`config.mk`:
```
export PLATFORM = sky130hd
export DESIGN_NAME = inst_queue
export DESIGN_NICKNAME = d
export VERILOG_FILES = /design/src/rtl/inst_queue_pkg.sv /design/src/rtl/inst_queue_ram.sv /design/src/rtl/inst_queue.sv
export SDC_FILE = /design/constraint.sdc
export NUM_CORES = 1
export LEC_CHECK = 0
export BUFFER_PORTS_ARGS = -buffer_cell sky130_fd_sc_hd__buf_4
export CAP_MARGIN = 20
export CORE_MARGIN = 2
export CORE_UTILIZATION = 47
export DETAILED_ROUTE_END_ITERATION = 8
export MAX_ROUTING_LAYER = met4
export PLACE_DENSITY = 0.66
export SYNTH_ARGS = -nofsm -noshare
export SYNTH_HDL_FRONTEND = slang
export SYNTH_HIERARCHICAL = 1
export SYNTH_SLANG_ARGS = --single-unit
```
`constraint.sdc`:
```
create_clock -name clk -period 16.9 [get_ports clk]
set_input_delay 1.69 -clock clk [delete_from_list [all_inputs] [get_ports clk]]
set_output_delay 1.69 -clock clk [all_outputs]
set_load 0.01 [all_outputs]
```
`src/rtl/inst_queue_pkg.sv`:
```
// Shared types and widths for the fetch-to-decode instruction queue.
package inst_queue_pkg;

    localparam int PC_W    = 32;
    localparam int INST_W  = 32;
    localparam int CAUSE_W = 7;

    typedef struct packed {
        logic [PC_W-1:0]    pc;
        logic [INST_W-1:0]  inst;
        logic               pred_taken;
        logic [PC_W-1:0]    pred_addr;
        logic               exc;
        logic [CAUSE_W-1:0] cause;
    } entry_t;

endpackage

```
`src/rtl/inst_queue_ram.sv`:
```
// Queue storage: DEPTH entries, two write ports (one pair) and two read ports.
module inst_queue_ram
    import inst_queue_pkg::*;
#(
    parameter int DEPTH = 8,
    parameter int AW    = $clog2(DEPTH)
) (
    input  logic          clk,
    input  logic          we,
    input  logic [AW-1:0] waddr1,
    input  logic [AW-1:0] waddr2,
    input  entry_t        wdata1,
    input  entry_t        wdata2,
    input  logic [AW-1:0] raddr1,
    input  logic [AW-1:0] raddr2,
    output entry_t        rdata1,
    output entry_t        rdata2
);

    entry_t mem [DEPTH];

    always_ff @(posedge clk) begin
        if (we) begin
            mem[waddr1] <= wdata1;
            mem[waddr2] <= wdata2;
        end
    end

    assign rdata1 = mem[raddr1];
    assign rdata2 = mem[raddr2];

endmodule

```
`src/rtl/inst_queue.sv`:
```
// Two-wide circular instruction queue between icache fetch and decode.
module inst_queue
    import inst_queue_pkg::*;
#(
    parameter int DEPTH = 8
) (
    input  logic                     clk,
    input  logic                     rst,
    input  logic                     flush,
    input  logic                     in_valid,
    input  logic [PC_W-1:0]          in_pc1,
    input  logic [PC_W-1:0]          in_pc2,
    input  logic [INST_W-1:0]        in_inst1,
    input  logic [INST_W-1:0]        in_inst2,
    input  logic [1:0]               in_pred_taken,
    input  logic [PC_W-1:0]          in_pred_addr,
    input  logic                     in_exc1,
    input  logic                     in_exc2,
    input  logic [CAUSE_W-1:0]       in_cause1,
    input  logic [CAUSE_W-1:0]       in_cause2,
    output logic                     in_stall,
    input  logic                     get_data_req,
    output logic [1:0]               out_valid,
    output logic [PC_W-1:0]          out_pc1,
    output logic [PC_W-1:0]          out_pc2,
    output logic [INST_W-1:0]        out_inst1,
    output logic [INST_W-1:0]        out_inst2,
    output logic [PC_W-1:0]          out_pred_addr1,
    output logic [PC_W-1:0]          out_pred_addr2,
    output logic [1:0]               out_pred_taken,
    output logic                     out_exc1,
    output logic                     out_exc2,
    output logic [CAUSE_W-1:0]       out_cause1,
    output logic [CAUSE_W-1:0]       out_cause2,
    output logic [$clog2(DEPTH):0]   count
);

    localparam int AW = $clog2(DEPTH);
    localparam int CW = AW + 1;

    logic [AW-1:0] head;
    logic [AW-1:0] tail;
    logic          push;
    logic [1:0]    pops;
    logic [CW-1:0] next_count;
    entry_t        wr1;
    entry_t        wr2;
    entry_t        rd1;
    entry_t        rd2;

    // Stall looks only at registered occupancy so fetch never depends on decode.
    assign in_stall = count > CW'(DEPTH - 2);
    assign push     = in_valid && !in_stall;

    always_comb begin
        out_valid = 2'b00;
        if (count >= CW'(2))
            out_valid = 2'b11;
        else if (count == CW'(1))
            out_valid = 2'b01;
    end

    assign pops = get_data_req ? {out_valid[1], out_valid[0] & ~out_valid[1]}
                               : 2'b00;

    assign next_count = count + (push ? CW'(2) : CW'(0)) - CW'(pops);

    assign wr1 = '{pc: in_pc1, inst: in_inst1, pred_taken: in_pred_taken[0],
                   pred_addr: in_pred_addr, exc: in_exc1, cause: in_cause1};
    assign wr2 = '{pc: in_pc2, inst: in_inst2, pred_taken: in_pred_taken[1],
                   pred_addr: in_pred_addr, exc: in_exc2, cause: in_cause2};

    inst_queue_ram #(.DEPTH(DEPTH), .AW(AW)) u_ram (
        .clk    (clk),
        .we     (push && !flush && !rst),
        .waddr1 (tail),
        .waddr2 (tail + AW'(1)),
        .wdata1 (wr1),
        .wdata2 (wr2),
        .raddr1 (head),
        .raddr2 (head + AW'(1)),
        .rdata1 (rd1),
        .rdata2 (rd2)
    );

    always_ff @(posedge clk) begin
        if (rst) begin
            head  <= '0;
            tail  <= '0;
            count <= '0;
        end else if (flush) begin
            head  <= '0;
            tail  <= '0;
            count <= '0;
        end else begin
            if (push)
                tail <= tail + AW'(2);
            head  <= head + AW'(pops);
            count <= next_count;
        end
    end

    // Wrapped subtraction lands above DEPTH, so one bound catches both faults.
    always_ff @(posedge clk) begin
        if (!rst && !flush)
            assert (next_count <= CW'(DEPTH))
            else $error("inst_queue occupancy out of range: %0d", next_count);
    end

    assign out_pc1        = out_valid[0] ? rd1.pc        : '0;
    assign out_inst1      = out_valid[0] ? rd1.inst      : '0;
    assign out_pred_addr1 = out_valid[0] ? rd1.pred_addr : '0;
    assign out_exc1       = out_valid[0] ? rd1.exc       : 1'b0;
    assign out_cause1     = out_valid[0] ? rd1.cause     : '0;
    assign out_pc2        = out_valid[1] ? rd2.pc        : '0;
    assign out_inst2      = out_valid[1] ? rd2.inst      : '0;
    assign out_pred_addr2 = out_valid[1] ? rd2.pred_addr : '0;
    assign out_exc2       = out_valid[1] ? rd2.exc       : 1'b0;
    assign out_cause2     = out_valid[1] ? rd2.cause     : '0;
    assign out_pred_taken = {out_valid[1] & rd2.pred_taken,
                             out_valid[0] & rd1.pred_taken};

endmodule

```
Word level (Yosys, flattened, before mapping)
Memories as Yosys holds them, arrays and structs flattened. A register that Yosys moved wholly into a read port is not among the register bits.
Cells that the tools add are included.
{"block": "totals", "ff_bits": 10, "mem_bits_rw": 840, "input_bits": 183, "n_memories": 1}
{"block": "op_classes", "n_addsub": 6, "order_cmp": 2, "eq_ne": 1, "n_mux": 17, "bitwise_logic": 4, "n_reduce_logical": 7}
{"name": "u_ram.mem", "depth": 8, "width": 105, "read_ports": 2, "rd_ports_with_merged_regs": 1, "write_ports": 2, "line": "inst_queue_ram.sv:20", "text": "entry_t mem [DEPTH];"}
{"cell": "32-bit 2-to-1 mux", "n": 6}
{"cell": "7-bit 2-to-1 mux", "n": 2}
{"cell": "3-bit by 1-bit adder with 3-bit output (second input constant)", "n": 2}
{"cell": "2-bit 2-to-1 mux", "n": 3}
{"cell": "1-bit 2-to-1 mux", "n": 5}
{"cell": "4-bit by 2-bit adder with 4-bit output", "n": 1}
{"cell": "4-bit by 1-bit == test with 1-bit output (second input constant)", "n": 1}
{"cell": "4-bit by 2-bit greater-or-equal comparator with 1-bit output (second input constant)", "n": 1}
{"cell": "4-bit by 3-bit > comparator with 1-bit output (second input constant)", "n": 1}
{"cell": "4-bit by 2-bit subtractor with 4-bit output", "n": 1}
{"cell": "3-bit by 2-bit adder with 3-bit output", "n": 1}
{"cell": "3-bit by 2-bit adder with 3-bit output (second input constant)", "n": 1}
{"cell": "1-bit bitwise AND", "n": 3}
{"cell": "1-bit logical AND", "n": 3}
{"cell": "1-bit logical NOT", "n": 3}
{"cell": "3-bit 2-to-1 mux", "n": 1}
{"cell": "2-bit OR reduction", "n": 1}
{"cell": "1-bit inverter", "n": 1}

Longest topological paths before layout
{"block": "logic_depth", "word_depth": 8, "depth_mapped": 11}

By module
Netlist, hierarchy kept.
{"module": "inst_queue_ram", "instances": 1, "cells_per_inst": 2546, "area_each_um2": 47795.8}
{"module": "inst_queue", "instances": 1, "cells_per_inst": 292, "area_each_um2": 1948.1}

Worst setup path before layout
OpenSTA, ideal clock, no wires.
{"block": "synth_timing", "kind": "input to register", "startpoint": "input flush", "endpoint": "memory u_ram/mem[0][0] (netlist name), enable pin", "arrival_time_ns": 10.058, "required_ns": 16.177, "setup_slack_ns": 6.120, "stages": 6, "cell_sequence": "nor2_1 -> inv_1 -> nor2_1 -> buf_2 -> nand2b_1 -> o31ai_1"}
{"item": "from (decl)", "line": "inst_queue.sv:9", "text": "input logic flush,"}
{"item": "to (decl)", "line": "inst_queue_ram.sv:20"}

==> impl_metrics.py <==
metrics = {
    "status": {
        "status": "complete, but fails checks",
        "violations": "max-slew violations",
    },
    "setup_path": {
        "worstPathCellList": "buf_12, buf_4, buf_4, buf_4, mux4_2, mux2_2, and2_1, buf_4",
        "timing_worst_setup_path_type": "reg2out",
        "crit_path_frequent_cell": "buf_4",
        "startpoint_type": "flip-flop",
        "cp-end-kind": "output port",
        "max_stage_delay_ps": 820,
        "crit_slowest_cell": "buf_4",
        "path_max_fanout": 101,
        "worstPathRequired_ps": 15210,
        "worstPathArrival_ps": 5520,
    },
    "detailed_routing": {
        "wire_per_inst_um": 31.24,
        "routed_wl_um": 144800,
        "final_antenna_net_count": 0,
        "first_iter_violations": 2521,
        "vias": 28880,
        "dr.pass1.iters": 5,
        "drc": 0,
        "viasPerCell": 6.230,
    },
    "clock_network": {
        "h-tree-depth": 3,
        "cts_resized": 0,
        "post-cts-setup-buffers": 0,
        "clock_sinks": 849,
        "clk_pin_slew_ps": 60,
        "clk_path_buf_depth": 3,
        "clock_latency_ps": 680,
        "hold_buffers": 0,
        "root_buffer": "clkbuf_16",
        "numCtsBuffers": 97,
        "cts_tree": "yes",
    },
    "logic_synthesis": {
        "synth_compound_area_frac": 0.001886,
        "synth.area.mux_share": 0.4308,
        "avgSynthCellArea_um2": 17.53,
        "synth_cells": 2838,
        "yosys_warnings": 6,
        "ys_seq_elements": 849,
        "syn_area_mm2": 0.04974,
        "synthAdderAreaFrac": 0.002717,
        "ys_types": 37,
        "yosysSeqAreaShare": 0.5107,
        "synth_top_family_by_area": "multiplexers",
        "synth_simple_gate_area_frac": 0.03074,
        "synth-xor-area-share": 0.0005282,
    },
    "place": {
        "port_buffers": 399,
        "place_congestion": 0.7661,
        "place_inst": 4440,
        "dp_hpwl_um": 75890,
        "dpl_cell_area_mm2": 0.05401,
        "preCtsSetupSlack_ps": 10220,
    },
    "floorplan": {
        "start_util": 0.4732,
        "num_rows": 119,
        "die_w_um": 329.3,
        "io_pins": 400,
        "die_h_um": 329.3,
        "die_area_mm2": 0.1085,
        "core_area_mm2": 0.1051,
    },
    "global_routing": {
        "grt_pass1_vias": 31250,
        "grt_max_degree": 109,
        "antenna_found_initial": 16,
        "track_usage": 0.2757,
        "overflow": 0,
        "grt_pass1_wl_um": 210700,
    },
    "sta": {
        "setup_violations": 0,
        "min_period_over_period": 0.4264,
        "clock_skew_ps": 20.84,
        "post-route-min-period_ps": 7206,
        "fmax_mhz": 138.8,
        "finalSetupTns_ps": 0,
        "worst_pin_slew_ps": 32150,
        "setup_slack_ps": 9694,
        "slew_violations": 428,
        "rsz0062_at_grt": "no",
        "relSlewSlack": -20.73,
        "hold_viol": 0,
    },
    "hold_path": {
        "hold_class": "reg2reg",
    },
    "cells_and_area": {
        "final_util": 0.5454,
        "drive_gt1_frac": 0.6423,
        "finalNetCount": 3340,
        "synthToLayoutAreaGrowth_pct": 15.25,
        "stdcell_area_mm2": 0.05733,
        "final_cells": 4635,
    },
    "power_and_ir_drop": {
        "p_per_area_mw_per_mm2": 108.3,
        "p_leak_uw": 0.01913,
        "max-vdd-ir-drop_uv": 194.8,
    },
    "job": {
        "cap_violations": 0,
    },
}
synth_stat cells:
cell / instances / share of area
conb_1: 2 / 0.00015
a31o_2: 1 / 0.00018
o31ai_1: 3 / 0.00045
nor2_1: 7 / 0.00053
dfxtp_1: 9 / 0.0036
xor2_1: 2 / 0.00035
nand2_1: 5 / 0.00038
o21ai_0: 4 / 0.00040
buf_2: 106 / 0.011
xnor2_1: 1 / 0.00018
inv_1: 9 / 0.00068
nand2_2: 1 / 0.00013
buf_1: 3 / 0.00023
edfxtp_1: 840 / 0.51
clkbuf_2: 2 / 0.00020
clkbuf_1: 115 / 0.0087
buf_6: 6 / 0.0014
nand2b_1: 3 / 0.00038
mux4_2: 420 / 0.19
or4b_1: 1 / 0.00020
ha_1: 6 / 0.0015
nand3_1: 3 / 0.00030
a21bo_2: 1 / 0.00020
buf_4: 4 / 0.00060
fa_1: 3 / 0.0012
and2_1: 215 / 0.027
nand4_1: 1 / 0.00013
a21boi_1: 1 / 0.00015
nor4bb_1: 3 / 0.00060
nand4b_1: 3 / 0.00053
mux2_2: 1011 / 0.23
mux2_4: 39 / 0.012
and3_4: 1 / 0.00023
o21bai_1: 2 / 0.00030
a21oi_1: 2 / 0.00020
inv_2: 1 / 0.000075
or4_1: 2 / 0.00030
worst max-delay path, delay by kind of cell (launching register included):
kind / cells / cell delay, ps
buf+inv: 5 / 3220
mux: 2 / 860
flops: 1 / 390
simple gates: 1 / 190
cell usage in the layout, fill, tap and decap left out, types with 15 or more instances in the layout:
cell / netlist / layout
and2_1: 215 / 215
mux2_4: 39 / 39
clkbuf_16: 0 / 102
clkbuf_1: 115 / 16
mux2_2: 1011 / 1011
mux4_2: 420 / 420
buf_4: 4 / 439
clkinv_1: 0 / 24
bufinv_16: 0 / 15
clkinv_2: 0 / 15
edfxtp_1: 840 / 840
diode_2: 0 / 18
metal layers:
layer  GRT usage  part of all wire  up-vias
li1            -                 -    12350
met1      0.3483              0.40    15240
met2      0.4531              0.50     1043
met3     0.05546             0.072      251
met4     0.07767             0.027        0
met5           -                 0        -
final cells by class:
class	instances	area, um2
fillers	8353	47790
flip-flops and latches	849	25420
multi-input cells	1745	23390
repair buffers	445	3416
clock buffers	118	2613
well taps	1391	1740
clock inverters	59	661.9
inverters	10	45.04
diodes	18	45.04
where the power goes:
group | total, uW | internal, uW | leakage, uW | switching [uW]
clock network | 2180 | 1320 | 0.00159 | 862
logic | 1620 | 729 | 0.00988 | 889
registers | 2410 | 2380 | 0.00766 | 33.0
total | 6210 | 4430 | 0.0191 | 1780
registers in the layout, indices dropped and copies added (netlist names):
signal	cells
u_ram/mem	840
count	4
head	3
tail	2
stage by stage:
stage	total power, uW	hold WS, ps
floorplan	3206	507.1
global placement	4056	694.9
detailed placement	4071	728.5
CTS	6255	741.3
global route	6434	769.3
finish	6211	751.3
cell families (layout without fill, tap and decap cells):
group,after synthesis,after routing
muxes,1470,1470
AOI/OAI and AO/OA,14,14
DFF,849,849
and+or+nand+nor,245,245
adders and majority gates,9,9
xor gates and xnor gates,3,3
other,2,22
buffers and inverters,246,632
final timing paths:
check / startpoint / endpoint / slack [ps] / cells after the start
worst max-delay path: head[0] / out_pred_addr1[13] / 9690 / 8
worst min-delay path: count[0] / count[0] / 750 / 3
worst max register to register: count[3] / u_ram/mem[2][90] / 12450 / 9
worst min register to register: count[0] / count[0] / 750 / 3
(Power assumes the default switching activity.)
